===== src/rtl/pet_pkg.sv =====
// Shared definitions for the pet supervisory controller.
// Face codes driven to the display, mode-level width and range, the
// supervisory FSM mode type and the candidate-face priority function.
package pet_pkg;

  localparam int unsigned LEVEL_W = 2;
  localparam int unsigned FACE_W  = 3;

  localparam logic [LEVEL_W-1:0] MAX_LEVEL = 2'd3;
  localparam logic [LEVEL_W-1:0] MID_LEVEL = 2'd2;

  localparam logic [FACE_W-1:0] FELIZ      = 3'd0;
  localparam logic [FACE_W-1:0] NEUTRO     = 3'd1;
  localparam logic [FACE_W-1:0] TRISTE     = 3'd2;
  localparam logic [FACE_W-1:0] CANSADO    = 3'd3;
  localparam logic [FACE_W-1:0] HAMBRIENTO = 3'd4;
  localparam logic [FACE_W-1:0] ENFERMO    = 3'd5;

  typedef enum logic {
    NORMAL = 1'b0,
    TEST   = 1'b1
  } modo_t;

  // Face the levels are asking for; health outranks hunger, hunger outranks
  // tiredness, tiredness outranks sadness.
  function automatic logic [FACE_W-1:0] candidato(
    input logic [LEVEL_W-1:0] animo,
    input logic [LEVEL_W-1:0] energia,
    input logic [LEVEL_W-1:0] descanso,
    input logic [LEVEL_W-1:0] medicina
  );
    logic [FACE_W-1:0] c;
    if (medicina == 2'd0) begin
      c = ENFERMO;
    end else if (energia == 2'd0) begin
      c = HAMBRIENTO;
    end else if (descanso == 2'd0) begin
      c = CANSADO;
    end else if (animo == 2'd0) begin
      c = TRISTE;
    end else if ((animo >= MID_LEVEL) && (energia >= MID_LEVEL) &&
                 (descanso >= MID_LEVEL) && (medicina >= MID_LEVEL)) begin
      c = FELIZ;
    end else begin
      c = NEUTRO;
    end
    return c;
  endfunction

endpackage


===== src/rtl/contador_enfriamiento.sv =====
// Loadable saturating down-counter used as a feed/medicine cooldown.
// Ports:
//   clk    system clock
//   reset  synchronous active-low reset (count cleared)
//   carga  reload the count with MAX at the next edge
//   cero   high when the count after the next edge will be zero
module contador_enfriamiento
  #(parameter int unsigned MAX = 100000000)
(
  input  logic clk,
  input  logic reset,
  input  logic carga,
  output logic cero
);

  localparam int unsigned W = (MAX < 1) ? 1 : $clog2(MAX + 1);

  logic [W-1:0] cuenta_r;
  logic [W-1:0] cuenta_next_s;

  // Next count: a reload wins, otherwise step down and hold at zero.
  always_comb begin
    cuenta_next_s = cuenta_r;
    if (carga) begin
      cuenta_next_s = W'(MAX);
    end else if (cuenta_r != '0) begin
      cuenta_next_s = cuenta_r - W'(1);
    end else begin
      cuenta_next_s = '0;
    end
  end

  // Zero flag looks at the upcoming count so the owner can register an
  // enable that drops on the very edge the reload happens.
  assign cero = (cuenta_next_s == '0);

  // Count register.
  always_ff @(posedge clk) begin
    if (!reset) begin
      cuenta_r <= '0;
    end else begin
      cuenta_r <= cuenta_next_s;
    end
  end

endmodule


===== src/rtl/control_estado_mascota.sv =====
// Supervisory controller for the virtual pet.
// Reads the four mode levels, debounces the wanted face through a stability
// window, gates feed/medicine enables with cooldowns and runs a face scan
// while test mode is held.
// Ports:
//   clk, reset                   clock, synchronous active-low reset
//   nivel_animo/energia/descanso/medicina  2-bit mode levels
//   test_activo                  debounced test-mode level
//   cara                         face code to the display
//   activo_comida/medicina       enables back to energy/medicine modes
//   alarma                       one-cycle pulse on entering ENFERMO/HAMBRIENTO
//   en_test                      high while in test mode
module control_estado_mascota
  import pet_pkg::*;
#(
  parameter int unsigned DWELL     = 250000000,
  parameter int unsigned TEST_STEP = 50000000,
  parameter int unsigned COOLDOWN  = 100000000
)(
  input  logic               clk,
  input  logic               reset,
  input  logic [LEVEL_W-1:0] nivel_animo,
  input  logic [LEVEL_W-1:0] nivel_energia,
  input  logic [LEVEL_W-1:0] nivel_descanso,
  input  logic [LEVEL_W-1:0] nivel_medicina,
  input  logic               test_activo,
  output logic [FACE_W-1:0]  cara,
  output logic               activo_comida,
  output logic               activo_medicina,
  output logic               alarma,
  output logic               en_test
);

  localparam int unsigned DW_W = $clog2(DWELL + 1);
  localparam int unsigned TS_W = $clog2(TEST_STEP + 1);
  localparam logic [DW_W-1:0] DWELL_FIN = DW_W'(DWELL - 1);
  localparam logic [TS_W-1:0] PASO_FIN  = TS_W'(TEST_STEP - 1);

  modo_t               modo_r, modo_next_s;
  logic [FACE_W-1:0]   estado_r, estado_next_s;
  logic [FACE_W-1:0]   cand_s, cand_prev_r;
  logic [DW_W-1:0]     dwell_r, dwell_next_s, dwell_run_s;
  logic [TS_W-1:0]     paso_r, paso_next_s;
  logic [FACE_W-1:0]   cara_next_s;
  logic                alarma_next_s, comida_next_s, medicina_next_s;
  logic                test_prev_r;
  logic [LEVEL_W-1:0]  energia_prev_r, medicina_prev_r;
  logic                sube_energia_s, sube_medicina_s;
  logic                cero_comida_s, cero_medicina_s;

  assign cand_s          = candidato(nivel_animo, nivel_energia, nivel_descanso, nivel_medicina);
  assign sube_energia_s  = (nivel_energia > energia_prev_r);
  assign sube_medicina_s = (nivel_medicina > medicina_prev_r);

  contador_enfriamiento #(.MAX(COOLDOWN)) u_enfr_comida (
    .clk   (clk),
    .reset (reset),
    .carga (sube_energia_s),
    .cero  (cero_comida_s)
  );

  contador_enfriamiento #(.MAX(COOLDOWN)) u_enfr_medicina (
    .clk   (clk),
    .reset (reset),
    .carga (sube_medicina_s),
    .cero  (cero_medicina_s)
  );

  // Next mode, committed face, dwell/scan counters and output values.
  always_comb begin
    modo_next_s   = modo_r;
    estado_next_s = estado_r;
    dwell_next_s  = '0;
    paso_next_s   = paso_r;
    cara_next_s   = cara;
    alarma_next_s = 1'b0;
    // dwell_run_s counts stable samples minus one; a new candidate restarts it.
    dwell_run_s   = (cand_s != cand_prev_r) ? '0 : (dwell_r + DW_W'(1));
    case (modo_r)
      NORMAL: begin
        if (test_activo && !test_prev_r) begin
          // Test entry outranks any commit landing on the same edge.
          modo_next_s = TEST;
          paso_next_s = '0;
          cara_next_s = FELIZ;
        end else if (cand_s == estado_r) begin
          dwell_next_s = '0;
          cara_next_s  = estado_r;
        end else if (dwell_run_s == DWELL_FIN) begin
          estado_next_s = cand_s;
          dwell_next_s  = '0;
          cara_next_s   = cand_s;
          alarma_next_s = (cand_s == ENFERMO) || (cand_s == HAMBRIENTO);
        end else begin
          dwell_next_s = dwell_run_s;
          cara_next_s  = estado_r;
        end
      end
      TEST: begin
        if (!test_activo) begin
          // Leaving test restarts evaluation from NEUTRO with a fresh dwell.
          modo_next_s   = NORMAL;
          estado_next_s = NEUTRO;
          cara_next_s   = NEUTRO;
          paso_next_s   = '0;
        end else if (paso_r == PASO_FIN) begin
          paso_next_s = '0;
          cara_next_s = (cara == ENFERMO) ? FELIZ : (cara + 3'd1);
        end else begin
          paso_next_s = paso_r + TS_W'(1);
        end
      end
      default: begin
        modo_next_s   = NORMAL;
        estado_next_s = NEUTRO;
        cara_next_s   = NEUTRO;
        paso_next_s   = '0;
      end
    endcase
    comida_next_s   = (nivel_energia < MAX_LEVEL) && cero_comida_s && (modo_next_s == NORMAL);
    medicina_next_s = (nivel_medicina < MAX_LEVEL) && cero_medicina_s && (modo_next_s == NORMAL);
  end

  // State, history and output registers.
  always_ff @(posedge clk) begin
    if (!reset) begin
      modo_r          <= NORMAL;
      estado_r        <= NEUTRO;
      cand_prev_r     <= NEUTRO;
      dwell_r         <= '0;
      paso_r          <= '0;
      test_prev_r     <= test_activo;
      energia_prev_r  <= nivel_energia;
      medicina_prev_r <= nivel_medicina;
      cara            <= NEUTRO;
      alarma          <= 1'b0;
      activo_comida   <= 1'b0;
      activo_medicina <= 1'b0;
      en_test         <= 1'b0;
    end else begin
      modo_r          <= modo_next_s;
      estado_r        <= estado_next_s;
      cand_prev_r     <= cand_s;
      dwell_r         <= dwell_next_s;
      paso_r          <= paso_next_s;
      test_prev_r     <= test_activo;
      energia_prev_r  <= nivel_energia;
      medicina_prev_r <= nivel_medicina;
      cara            <= cara_next_s;
      alarma          <= alarma_next_s;
      activo_comida   <= comida_next_s;
      activo_medicina <= medicina_next_s;
      en_test         <= (modo_next_s == TEST);
    end
  end

endmodule


===== config.mk =====
export PLATFORM = sky130hd
export DESIGN_NAME = control_estado_mascota
export DESIGN_NICKNAME = d
export VERILOG_FILES = /design/src/rtl/pet_pkg.sv /design/src/rtl/contador_enfriamiento.sv /design/src/rtl/control_estado_mascota.sv
export SDC_FILE = /design/constraint.sdc
export NUM_CORES = 1
export LEC_CHECK = 0
export BUFFER_PORTS_ARGS = -buffer_cell sky130_fd_sc_hd__clkbuf_2
export CAP_MARGIN = 20
export CORE_UTILIZATION = 63
export CTS_CLUSTER_DIAMETER = 100
export DETAILED_ROUTE_END_ITERATION = 8
export PLACE_DENSITY = 0.81
export SYNTH_ARGS = -nofsm -noshare
export SYNTH_HDL_FRONTEND = slang
export SYNTH_HIERARCHICAL = 1
export SYNTH_SLANG_ARGS = --single-unit

===== constraint.sdc =====
create_clock -name clk -period 4.1 [get_ports clk]
set_input_delay 0.205 -clock clk [delete_from_list [all_inputs] [get_ports clk]]
set_output_delay 0.205 -clock clk [all_outputs]
set_load 0.03 [all_outputs]

==> results.sh <==
export IMPL_clk_pin_slew_ps=60
export IMPL_rr_worst_depth=9
export IMPL_vias=5614
export IMPL_syn_to_final_growth_pct=11.9
export IMPL_row_count=37
export IMPL_fin_tns_setup_ps=0
export IMPL_startpoint="dwell_r[0]$_SDFF_PP0_"
export IMPL_grt_pass1_vias=5541
export IMPL_power_density_mw_per_mm2=524
export IMPL_syn_avg_cell_area_um2=8.54
export IMPL_cts_buffers=17
export IMPL_rsz0062_at_grt="false"
export IMPL_period_minus_slack_ps=3150
export IMPL_worst_slew_pin_slew_ps=698
export IMPL_cp_data_arrival_time_ps=3560
export IMPL_dieArea_mm2=0.0110
export IMPL_design_area_mm2=0.00744
export IMPL_cts_max_path_buffers=2
export IMPL_track_usage_pct=28.1
export IMPL_viasPerCell=5.95
export IMPL_pwr_share_clk_pct=39.1
export IMPL_setup_viol=0
export IMPL_insertion_delay_ps=540
export IMPL_place_inst=907
export IMPL_drv_cap=0
export IMPL_stdcell_count=944
export IMPL_r2r_end="dwell_r[13]$_SDFF_PP0_"
export IMPL_firstDrtPassIters=7
export IMPL_core_area_mm2=0.0103
export IMPL_slew_violations=0
export IMPL_grt_use_met3_pct=7.11
export IMPL_htreeDepth=4
export IMPL_die_w_um=105
export IMPL_synth_nets=799
export IMPL_yosys_warnings=6
export IMPL_grt_max_degree=35
export IMPL_hold_end="cand_prev_r[0]$_SDFF_PN1_"
export IMPL_synth_edff_count=0
export IMPL_pin_count=18
export IMPL_slew_headroom_pct=53.1
export IMPL_power_internal_mw=2.68
export IMPL_fp_dieH_um=105
export IMPL_yosysUniqueCellTypes=77
export IMPL_critical_path_class="flop to flop"
export IMPL_grt_pass1_wl_um=24900
export IMPL_comb_power_share_pct=22.8
export IMPL_r2r_slack_ps=950
export IMPL_peakVddDrop_v=0.000468
export IMPL_io_buffers=17
export IMPL_hpwl_um=9980
export IMPL_gr_usage_met1_pct=32.1
export IMPL_antenna_found_initial=0
export IMPL_gp_congestion=0.878
export IMPL_placed_area_mm2=0.00678
export IMPL_switchingPower_mw=1.21
export IMPL_finClkSkew_ps=5.59
export IMPL_critPathMaxFanout=28
export IMPL_use_met2_pct=48.5
export IMPL_cts_tree="done"
export IMPL_synth_cells=778
export IMPL_r2r_start="dwell_r[0]$_SDFF_PP0_"
export IMPL_swShare_pct=31.2
export IMPL_nNetsFinal=816
export IMPL_fmaxAchievable_ghz=0.317
export IMPL_wl_per_cell_um=15.4
export IMPL_ys_flop_type="dfxtp_1"
export IMPL_pwr_share_seq_pct=38.0
export IMPL_cp_required_ps=4510
export IMPL_drc=0
export IMPL_hold_depth=3
export IMPL_cp_start_kind="flop"
export IMPL_fin_crit_sh_pct=76.8
export IMPL_hp_class="input port to flop"
export IMPL_num_antenna_cells=0
export IMPL_ys_async_sr_fraction_pct=0
export IMPL_synth_seq_area_share_pct=38.0
export IMPL_grt_busiest_layer="met2"
export IMPL_finalWirelength_um=14500
export IMPL_clock_root_buffer="clkbuf_8"
export IMPL_drtIter0Drc=241
export IMPL_p_leak_nw=2.72
export IMPL_crit_path_end_kind="flop"
export IMPL_cts_sinks=126
export IMPL_outcome="finished, final reports clean"
export IMPL_drive_above_1_share_pct=12.3
export IMPL_overflow=0
export IMPL_synthesis_area_mm2=0.00665
export IMPL_synth_seq_cells=126
export IMPL_start_util_pct=64.7
export IMPL_hold_start="reset"
export IMPL_ant_nets=0
export IMPL_hold_viol_final=0
power by group through the flow:
stage / clock network (mW) / registers, mW / logic, mW
floorplan: 0 / 1.45 / 0.738
global placement: 0 / 1.49 / 0.836
detailed placement: 0 / 1.50 / 0.860
CTS: 1.54 / 1.48 / 0.880
global route: 1.60 / 1.50 / 0.989
finish: 1.52 / 1.48 / 0.889
flip-flops by register name, indices dropped and copies added, names as in the netlist:
register	count
activo_comida	1
activo_medicina	1
alarma	1
cand_prev_r	3
cara	3
dwell_r	28
energia_prev_r	2
estado_r	3
medicina_prev_r	2
modo_r	1
paso_r	26
test_prev_r	1
u_enfr_comida/cuenta_r	27
u_enfr_medicina/cuenta_r	27
how the worst max path moves through the flow:
stage / end / slack [ps]
floorplan: dwell_r[15]$_SDFF_PP0_ / 1180
global placement: dwell_r[7]$_SDFF_PP0_ / 1060
detailed placement: dwell_r[13]$_SDFF_PP0_ / 950
CTS: dwell_r[13]$_SDFF_PP0_ / 930
global route: activo_medicina$_SDFF_PN0_ / 780
finish: dwell_r[13]$_SDFF_PP0_ / 950
metrics by stage:
stage	util [%]	hold WS, ps	setup WS, ps	total power, mW
after detailed placement	65.9	368	949	2.36
after global placement	65.9	374	1060	2.33
after global routing	72.4	121	775	4.09
after CTS	72.4	99.9	934	3.90
after floorplan	-	233	1180	2.19
final	72.4	114	950	3.90
cells in the final DEF, fill, tap and decap left out, types with 15 or more instances in the layout:
master and count:
a21oi_1 23, and3_1 15, clkbuf_16 16, clkbuf_2 17, dfxtp_1 126, inv_1 20, nand2_1 55, nand3_1 33
nand4_1 18, nor2_1 137, nor3_1 22, nor4_1 25, o21a_1 22, xnor2_1 52, xor2_1 44
synth_stat cells (13+ instances only):
| library cell | instances | area, µm² |
|---|---|---|
| nand3_1 | 33 | 165 |
| xnor2_1 | 52 | 455 |
| nand4_1 | 18 | 113 |
| a21oi_1 | 23 | 115 |
| inv_1 | 20 | 75.1 |
| and3_1 | 15 | 93.8 |
| clkbuf_1 | 13 | 48.8 |
| nor3_1 | 22 | 110 |
| nor2_1 | 137 | 514 |
| nand2_1 | 55 | 206 |
| dfxtp_1 | 126 | 2520 |
| o21a_1 | 22 | 165 |
| xor2_1 | 44 | 385 |
| nor4_1 | 25 | 156 |
critical path, cell delays in order (launching register included):
cell and delay [ps]:
dfxtp_1 350, ha_1 290, inv_1 60, or4b_1 520, or4_1 390, or4_1 450, nor4b_4 350, nand3_4 150
nand4b_4 370, nor2_1 100
logic make-up (layout without fill, tap and decap cells):
| logic type | after synthesis | count (layout) | share of synthesized area, % |
|---|---|---|---|
| XOR/XNOR | 96 | 96 | 12.7 |
| AO/OA/AOI/OAI | 90 | 90 | 9.60 |
| buffers and inverters | 50 | 80 | 3.61 |
| flip-flops | 126 | 126 | 38.0 |
| adder cells (fa/ha/maj) | 10 | 10 | 1.88 |
| AND/OR/NAND/NOR | 401 | 401 | 33.5 |
| multiplexers | 5 | 5 | 0.828 |
final cells by class:
cell class | instances | area, µm²
Tap cell | 136 | 170
Fill cell | 779 | 2840
Multi-Input combinational cell | 602 | 3880
Inverter | 21 | 78.8
Timing Repair Buffer | 27 | 173
Sequential cell | 126 | 2520
Clock inverter | 10 | 135
Clock buffer | 22 | 473
layer usage:
metal	part of all wire (%)	wire length, µm
met1	43	6240
met2	50	7220
met3	4.3	624
met4	2.9	415
met5	0	0
timing repair:
item	CTS	global route
gates resized for setup	0	0
setup endpoints to repair	0	0
endpoints found under the hold margin	5	0
buffers inserted	0	0
hold buffers	5	0
Power figures use the tool's default switching activity.
